===== src/rtl/pc_sequencer.sv =====
// Program-counter sequencer: holds the PC, issues word-addressed fetch
// requests over valid/ready, and queues branch redirects across stalls.
module pc_sequencer #(
    parameter int              WIDTH    = 32,
    parameter logic [WIDTH-1:0] RESET_PC = '0
) (
    input  logic             clk,
    input  logic             rst_n,
    input  logic             branch_taken,
    input  logic [WIDTH-1:0] pc_branch,
    input  logic             halt,
    input  logic             resume,
    input  logic             fetch_ready,
    output logic             fetch_valid,
    output logic [WIDTH-1:0] pc,
    output logic [WIDTH-1:0] pc_plus1,
    output logic             redirect_pending,
    output logic [WIDTH-1:0] fetch_count
);

    typedef enum logic [1:0] {
        BOOT = 2'd0,
        RUN  = 2'd1,
        HALT = 2'd2
    } state_t;

    state_t           state;
    state_t           state_nxt;
    logic             xfer;
    logic [WIDTH-1:0] target;

    assign pc_plus1 = pc + WIDTH'(1);
    assign xfer     = fetch_valid & fetch_ready;

    always_ff @(posedge clk or negedge rst_n) begin
        if (!rst_n) begin
            state <= BOOT;
        end else begin
            state <= state_nxt;
        end
    end

    always_comb begin
        state_nxt = state;
        case (state)
            BOOT:    state_nxt = RUN;
            RUN:     if (xfer && halt) state_nxt = HALT;
            HALT:    if (resume) state_nxt = RUN;
            default: state_nxt = BOOT;
        endcase
    end

    always_comb begin
        fetch_valid = (state == RUN);
    end

    // The stalled request keeps its PC; a redirect seen during the stall
    // is parked in target and applied on the transfer that ends it.
    always_ff @(posedge clk or negedge rst_n) begin
        if (!rst_n) begin
            pc               <= RESET_PC;
            target           <= '0;
            redirect_pending <= 1'b0;
            fetch_count      <= '0;
        end else begin
            case (state)
                RUN: begin
                    if (xfer) begin
                        fetch_count      <= fetch_count + WIDTH'(1);
                        redirect_pending <= 1'b0;
                        if (branch_taken) begin
                            pc <= pc_branch;
                        end else if (redirect_pending) begin
                            pc <= target;
                        end else begin
                            pc <= pc_plus1;
                        end
                    end else if (branch_taken) begin
                        target           <= pc_branch;
                        redirect_pending <= 1'b1;
                    end
                end
                HALT: begin
                    if (branch_taken) begin
                        pc               <= pc_branch;
                        redirect_pending <= 1'b0;
                    end else if (redirect_pending) begin
                        pc               <= target;
                        redirect_pending <= 1'b0;
                    end
                end
                default: ;
            endcase
        end
    end

endmodule


===== config.mk =====
export PLATFORM = sky130hd
export DESIGN_NAME = pc_sequencer
export DESIGN_NICKNAME = d
export VERILOG_FILES = /design/src/rtl/pc_sequencer.sv
export SDC_FILE = /design/constraint.sdc
export NUM_CORES = 1
export LEC_CHECK = 0
export CAP_MARGIN = 25
export CELL_PAD_IN_SITES_DETAIL_PLACEMENT = 1
export CELL_PAD_IN_SITES_GLOBAL_PLACEMENT = 1
export CORE_AREA = 10 10 127 129
export CTS_BUF_LIST = sky130_fd_sc_hd__clkbuf_16
export DETAILED_ROUTE_END_ITERATION = 7
export DIE_AREA = 0 0 137 139
export GPL_TIMING_DRIVEN = 0
export PLACE_DENSITY_LB_ADDON = 0.2
export SLEW_MARGIN = 0
export SYNTH_ARGS = -nofsm -noshare
export SYNTH_HDL_FRONTEND = slang
export SYNTH_SLANG_ARGS = --single-unit
export TNS_END_PERCENT = 50

===== constraint.sdc =====
create_clock -name clk -period 3.7 [get_ports clk]
set_input_delay 0.37 -clock clk [delete_from_list [all_inputs] [get_ports clk]]
set_output_delay 0.37 -clock clk [all_outputs]
set_load 0.01 [all_outputs]

==> After elaboration in Yosys (flattened, before gate mapping) <==
Cells that the tools add are included.
{ "classes": {"eq_ne": 7, "add_sub_neg": 2, "n_reduce_logical": 8, "bitwise_logic": 2, "muxes": 12} }
{ "op_table": {"columns": ["operator", "count"], "rows": [
  ["2-to-1 mux 32 bit", 5],
  ["adder 32 x 1 -> 32 bit (second input constant)", 2],
  ["case mux 32 bit (2 select lines)", 1],
  ["case mux 2 bit (3 select lines)", 1],
  ["AND reduction 2 bit", 3],
  ["AND reduction 3 bit", 2],
  ["2-to-1 mux 2 bit", 2],
  ["inequality test 2 x 1 -> 1 bit (second input constant)", 2],
  ["inequality test 3 x 2 -> 1 bit (second input constant)", 1],
  ["inequality test 3 bit (second input constant)", 1],
  ["== test 2 x 1 -> 1 bit (second input constant)", 1],
  ["== test 2 bit (second input constant)", 1],
  ["logical NOT 2 bit", 1],
  ["2-to-1 mux 1 bit", 2],
  ["inequality test 2 bit (second input constant)", 1],
  ["case mux 1 bit (2 select lines)", 1],
  ["nonzero test 2 bit", 1],
  ["bitwise AND 1 bit", 1],
  ["logical AND 1 bit", 1],
  ["inverter 1 bit", 1]
]} }
{ "totals": {"in_bits": 38, "register_bits": 99, "out_inout_bits": 98} }

==> Depth between registers and ports, before layout <==
Gate-level depths: netlist (run 1).
{ "logic_depth": {"depth_word": 5, "mapped_depth": 9, "depth_no_buf": 7} }

==> Worst setup path before layout (run 1) <==
Ideal clock, no wire load.
{ "synth_timing": {"path_type": "flip-flop to flip-flop", "startpoint": "register state[1]", "endpoint": "register fetch_count[27]", "arrival_ns": 2.062, "synth_period_minus_slack_ns": 2.141, "slack_ns": 1.559, "t_required_ns": 3.621, "stages_incl_launch_ff": 9, "path_cell_list": "dfrtp_1 -> inv_1 -> ha_1 -> buf_2 -> and3_1 -> nand3_1 -> or4_4 -> nor2_1 -> xor2_1"} }
{ "synth_via": {"elab_chain_cells": 3} }
{ "synth_rtl": {"columns": ["item", "line_no", "text"], "rows": [
  ["from (decl)", "27", "state_t state;"],
  ["from (signal assigned)", "39", "state <= state_nxt;"],
  ["== test 2 x 1 -> 1 bit (*)", "54", "fetch_valid = (state == RUN);"],
  ["net fetch_valid", "14", "output logic fetch_valid,"],
  ["bitwise AND 1 bit", "33", "assign xfer = fetch_valid & fetch_ready;"],
  ["AND reduction 2 bit (no source line) (*)", null, null],
  ["to (signal assigned)", "69", "fetch_count <= fetch_count + WIDTH'(1);"],
  ["to (decl)", "18", "output logic [WIDTH-1:0] fetch_count"]
]} }
The timed path passes the listed nets; every way through them passes the cells marked *.
A chain may end at the register's enable or synchronous reset.

==> Final worst setup path (run 1) <==
{ "layout_timing": {"startpoint": "register pc[3]", "endpoint": "output pc_plus1[18]"} }
{ "layout_via": {"elab_chain_cells": 1} }
{ "layout_rtl": {"columns": ["item", "line_no", "text"], "rows": [
  ["from (decl)", "15", "output logic [WIDTH-1:0] pc,"],
  ["from (signal assigned)", "72", "pc <= pc_branch;"],
  ["from (signal assigned)", "74", "pc <= target;"],
  ["from (signal assigned)", "76", "pc <= pc_plus1;"],
  ["adder 32 x 1 -> 32 bit", "32", "assign pc_plus1 = pc + WIDTH'(1);"],
  ["to (decl)", "16", "output logic [WIDTH-1:0] pc_plus1,"]
]} }
No other way between the ends.

==> results of run 1 <==
-- layout make-up --
type	instances	area share
Buffer	29	0.0167
Clock buffer	9	0.0306
Clock inverter	7	0.00817
Inverter	13	0.00664
Multi-Input combinational cell	425	0.384
Sequential cell	99	0.337
Tap cell	180	0.0306
Timing Repair Buffer	135	0.186
-- routing by layer --
layer,part of all wire,routed length [um],track usage,vias to the layer above
met2,0.51,9790,0.343,140
li1,-,-,-,2336
met4,0.017,325,0.0627,0
met1,0.41,7920,0.236,2632
met3,0.061,1170,0.0406,17
met5,0,0,0,-
-- cell families (layout without fill, tap and decap cells) --
kind of cell,count (synthesis),after routing
multiplexers,42,42
AND/OR/NAND/NOR,222,222
adder cells (fa/ha/maj),6,6
buffers and inverters,42,193
XOR/XNOR,59,59
AO/OA/AOI/OAI,96,96
flip-flops,99,99
-- worst reg2reg max path: stages, from the launching register on --
cell and delay (ns):
dfrtp_1 0.39, inv_1 0.12, ha_1 0.20, buf_2 0.21, mux2_2 0.44, o21ai_0 0.16
clkbuf_1 0.55, buf_2 0.33, o21ai_0 0.11, o21ai_0 0.10
-- path summary, 6_finish.rpt --
| kind | start | to | slack, ns | depth (start not counted) |
|---|---|---|---|---|
| min in group clk | fetch_count[31] | fetch_count[31] | 0.47 | 1 |
| setup reg to reg | state[1] | pc[7] | 1.00 | 9 |
| max in group asynchronous | rst_n | pc[31] | 2.96 | 2 |
| hold reg to reg | fetch_count[31] | fetch_count[31] | 0.47 | 1 |
| setup / recovery | pc[3] | pc_plus1[18] | 0.18 | 6 |
| hold / removal | rst_n | fetch_count[21] | 0.03 | 1 |
-- power groups by stage --
| stage | Clock, mW | Sequential (mW) | Combinational, mW |
|---|---|---|---|
| after floorplan | 0 | 1.92 | 1.41 |
| after global placement | 0 | 1.91 | 2.71 |
| after detailed placement | 0 | 1.95 | 2.80 |
| after CTS | 0.959 | 1.94 | 2.82 |
| after global routing | 0.995 | 2.00 | 3.04 |
| final | 0.941 | 1.95 | 2.79 |
-- metrics by stage --
stage / std cells / utilization
2_1_floorplan: 566 / -
3_3_place_gp: 880 / 0.515
3_5_place_dp: 881 / 0.517
4_1_cts: 897 / 0.538
5_1_grt: 897 / 0.538
6_report: 897 / 0.538
-- cell usage after synthesis (all sizes together), types with 11 or more instances --
| master | instances |
|---|---|
| o22ai | 19 |
| mux2 | 34 |
| nand2 | 71 |
| inv | 13 |
| a21oi | 19 |
| and3 | 14 |
| nand4 | 18 |
| nor2 | 35 |
| buf | 11 |
| xnor2 | 41 |
| clkbuf | 18 |
| dfrtp | 99 |
| nand3 | 41 |
| o21ai | 17 |
| xor2 | 18 |
-- flip-flops by register name, summed over array words and instances, names as in the netlist --
register          count
redirect_pending      1
state                 2
pc                   32
target               32
fetch_count          32
==> results.json, run 1 <==
{
  "layout_common_cells": "133 x clkdlybuf4s50_1, 99 x dfrtp_1, 71 x nand2_1",
  "synth_fa_ha_area_frac": 0.0137,
  "slowest_delay_ns": 0.61,
  "ios": 136,
  "ys_seq_area_frac": 0.453,
  "fmax_mhz": 284,
  "synthMuxAreaShare": 0.0846,
  "cts_hold_buf": 0,
  "post_dp_cell_area_um2": 7060,
  "vias_per_cell": 5.71,
  "worst-path-buf-inv": 2,
  "p_leak_nw": 3.02,
  "drv_cap": 0,
  "fin_crit_sh": 0.951,
  "clkSinkCount": 99,
  "pwr-share-clk": 0.166,
  "hold_path_class": "input pin to asynchronous set/reset pin",
  "fin_total_pwr_mw": 5.69,
  "grt_setup_unrepaired": "false",
  "slew_violations": 0,
  "synth_compound_area_frac": 0.121,
  "final_cell_area_um2": 7350,
  "firstDrtPassIters": 4,
  "synth_top_area_cell": "dfrtp_1",
  "drive_above_1_share": 0.0976,
  "clk_pin_slew_ns": 0.07,
  "cp_max_fo": 10,
  "die_x_um": 137,
  "clk_latency_ns": 0.35,
  "antenna_cells": 0,
  "wl_um": 19200,
  "register_area_um2": 2480,
  "multi_input_area_um2": 2820,
  "synth_cell_type_count": 49,
  "final_common_cell": "clkdlybuf4s50_1",
  "tns_ns": 0,
  "grt_pass1_wl_um": 29900,
  "portBuffers": 134,
  "synthCells": 566,
  "fin_worst_skew_ns": 0.00784,
  "p_int_mw": 3.42,
  "numCtsBuffers": 9,
  "slowest_stage": "nor2_1",
  "synth_area_leaders": "dfrtp_1 45%, mux2_2 6.8%, xnor2_1 6.6%, nand2_1 4.9%, nand3_1 3.7%",
  "netlist.area_leader.share": 0.453,
  "synthSimpleGateAreaFrac": 0.202,
  "synth-xor-area-share": 0.0944,
  "async_reset_ff_frac": 1.00,
  "whs_ns": 0.0307,
  "grt_pass1_vias": 5449,
  "critPathRequiredTime_ns": 3.33,
  "ctsHtreeMaxLevel": 3,
  "min_period_ns": 3.52,
  "post_cts_buffers": 0,
  "p_sw_mw": 2.26,
  "place_ws_ns": 0.608,
  "startpoint_type": "register",
  "hold_viol_final": 0,
  "drt_iter0_markers": 267,
  "place_hpwl_um": 14200,
  "cp_cell_sequence": "nand4_1 -> nor2_1 -> buf_2 -> nand3_1 -> xnor2_1 -> clkdlybuf4s50_1",
  "synth_nets": 610,
  "die_area_um2": 19000,
  "routabilityCongestion": 0.826,
  "seq_power_share": 0.343,
  "arrival_ns": 3.15,
  "vias": 5125,
  "ant_nets": 0,
  "wl_per_cell_um": 21.4,
  "outcome": "finished clean",
  "final-setup-viol-count": 0,
  "synth_area_um2": 5470,
  "gr-total-overflow": 0,
  "peakVddDrop_uv": 337,
  "slew_headroom": 0.475,
  "synth_top_family_by_area": "simple AND/OR/NAND/NOR gates",
  "rows": 43,
  "cts.repair.resized": 0,
  "drc": 0,
  "synth.ff_latch_count": 99,
  "synth-main-ff-cell": "dfrtp_1",
  "start_util": 0.400,
  "cts_root_buffer": "clkbuf_16",
  "syn2layout_area_growth_pct": 34.3,
  "cpLargestDelayFamily": "simple AND/OR/NAND/NOR gates",
  "track_usage": 0.198,
  "combPwrFrac": 0.491,
  "switching_share": 0.398,
  "cts_tree": "yes",
  "worstSetupEndpointType": "output pin",
  "worst_slew_pin_slew_ns": 0.784,
  "path_class": "register to output pin",
  "nFillCells": 1588,
  "synth_edf_count": 0,
  "p_per_area_nw_per_um2": 774,
  "antenna_found_initial": 0,
  "nets": 756,
  "syn_area_per_cell_um2": 9.67,
  "die_y_um": 139,
  "timing.final.ws_setup_ns": 0.182,
  "design.core.area_um2": 13700,
  "clock_tree.buffer_depth": 2,
  "yosys_warnings": 0,
  "grt_max_degree": 56
}
(Power assumes the default switching activity.)
==> inputs of run 2 (changes only) <==
--- a/config.mk
+++ b/config.mk
@@ -10,6 +10,7 @@
 export CELL_PAD_IN_SITES_GLOBAL_PLACEMENT = 1
 export CORE_AREA = 10 10 127 129
 export CTS_BUF_LIST = sky130_fd_sc_hd__clkbuf_16
+export CTS_CLUSTER_SIZE = 25
 export DETAILED_ROUTE_END_ITERATION = 7
 export DIE_AREA = 0 0 137 139
 export GPL_TIMING_DRIVEN = 0
==> results of run 2 <==
The final DEF is identical to that of run 1; final timing and power are the same.
==> inputs of run 3 (changes only) <==
--- a/config.mk
+++ b/config.mk
@@ -15,6 +15,7 @@
 export DIE_AREA = 0 0 137 139
 export GPL_TIMING_DRIVEN = 0
 export PLACE_DENSITY_LB_ADDON = 0.2
+export SETUP_SLACK_MARGIN = 0.15
 export SLEW_MARGIN = 0
 export SYNTH_ARGS = -nofsm -noshare
 export SYNTH_HDL_FRONTEND = slang
==> run 3 against run 2 <==
Net effect: global-route usage did not move; sequential share of layout area hardly changed; clock skew decreased by 0.00058 ns; critical endpoint is now pc_plus1[31]; critical path type unchanged.
==> results.json, run 3 (synthesized netlist as in run 1, its figures left out) <==
{
  "cpLargestDelayFamily": "buffers and inverters",
  "wl_per_cell_um": 21.3,
  "grt_max_degree": 56,
  "clkSinkCount": 99,
  "ctsHtreeMaxLevel": 3,
  "cp_cell_sequence": "clkbuf_1 -> nand4_1 -> nor4_2 -> buf_4 -> nand3_1 -> xnor2_1 -> clkdlybuf4s50_1",
  "vias": 5115,
  "tns_ns": 0,
  "fin_worst_skew_ns": 0.00726,
  "clk_pin_slew_ns": 0.07,
  "worstSetupEndpointType": "output pin",
  "r2r_start": "state[1]",
  "antenna_found_initial": 0,
  "start_util": 0.400,
  "worst_slew_pin_slew_ns": 0.754,
  "fmax_mhz": 297,
  "critPathRequiredTime_ns": 3.33,
  "ant_nets": 0,
  "slowest_stage": "clkdlybuf4s50_1",
  "reg.largest.list": "fetch_count x32, pc x32, target x32",
  "place_ws_ns": 0.608,
  "final-setup-viol-count": 0,
  "p_leak_nw": 3.02,
  "place_hpwl_um": 14200,
  "ios": 136,
  "hold_path_class": "input pin to asynchronous set/reset pin",
  "whs_ns": 0.0313,
  "grt_pass1_wl_um": 29900,
  "outcome": "finished clean",
  "worst-path-buf-inv": 3,
  "nFillCells": 1589,
  "hold_viol_final": 0,
  "clock_tree.buffer_depth": 2,
  "portBuffers": 134,
  "wl_um": 19100,
  "layout_common_cells": "133 x clkdlybuf4s50_1, 99 x dfrtp_1, 71 x nand2_1",
  "min_period_ns": 3.36,
  "crit_path_start": "pc[7]",
  "slew_violations": 0,
  "die_area_um2": 19000,
  "slowest_delay_ns": 0.61,
  "die_y_um": 139,
  "timing.final.ws_setup_ns": 0.338,
  "gr-total-overflow": 0,
  "register_area_um2": 2480,
  "syn2layout_area_growth_pct": 34.4,
  "rows": 43,
  "p_per_area_nw_per_um2": 773,
  "cp_max_fo": 10,
  "drt_iter0_markers": 274,
  "firstDrtPassIters": 4,
  "clk_latency_ns": 0.35,
  "nets": 756,
  "final_common_cell": "clkdlybuf4s50_1",
  "track_usage": 0.198,
  "routabilityCongestion": 0.826,
  "post_cts_buffers": 0,
  "cts_tree": "yes",
  "slew_headroom": 0.495,
  "grt_setup_unrepaired": "false",
  "numCtsBuffers": 9,
  "cts_root_buffer": "clkbuf_16",
  "startpoint_type": "register",
  "drv_cap": 0,
  "fin_crit_sh": 0.909,
  "antenna_cells": 0,
  "drc": 0,
  "peakVddDrop_uv": 338,
  "vias_per_cell": 5.70,
  "grt_pass1_vias": 5449,
  "design.core.area_um2": 13700,
  "die_x_um": 137,
  "multi_input_area_um2": 2830,
  "arrival_ns": 2.99,
  "path_class": "register to output pin",
  "drive_above_1_share": 0.100
}
==> run 3: cell counts in the layout (fill, tap and decap cells not counted) <==
Identical to the previous run, type by type.
==> run 3: cell type report <==
cell class | count | share of cell area
flip-flops and latches | 99 | 0.337
well taps | 180 | 0.0306
clock buffers | 9 | 0.0306
plain buffers | 29 | 0.0167
clock inverters | 7 | 0.00817
repair buffers | 135 | 0.186
multi-input cells | 425 | 0.385
inverters | 13 | 0.00663
==> run 3: final timing paths <==
| path | end | slack [ns] | cells past startpoint |
|---|---|---|---|
| setup / recovery | pc_plus1[31] | 0.34 | 7 |
| hold / removal | fetch_count[21] | 0.03 | 1 |
| setup reg to reg | pc[7] | 1.00 | 9 |
| hold reg to reg | fetch_count[31] | 0.47 | 1 |
| max in group asynchronous | pc[31] | 2.95 | 2 |
| min in group clk | fetch_count[31] | 0.47 | 1 |
==> run 3: timing repair <==
item / in CTS / in global routing
hold buffers: 0 / 0
gates resized for setup: 0 / 2
endpoints found under the setup margin: 0 / 10
==> run 3: layer usage <==
metal  wire, um  track usage  vias up
li1           -            -     2334
met1       7880        0.236     2625
met2       9790        0.343      139
met3       1140       0.0406       17
met4        324       0.0627        0
met5          0            0        -
==> run 3: per-stage QoR <==
stage,cells,total power [mW],utilization,area (um2)
global route,897,6.04,0.538,7350
global placement,880,4.62,0.515,7040
floorplan,566,3.33,-,5470
CTS,897,5.72,0.538,7350
finish,897,5.69,0.538,7350
detailed placement,881,4.75,0.517,7060
==> run 3: where the power goes <==
group | switching (mW) | internal, mW | total (mW)
combinational | 1.37 | 1.42 | 2.79
clock | 0.425 | 0.517 | 0.942
sequential | 0.465 | 1.49 | 1.95
total | 2.26 | 3.42 | 5.69
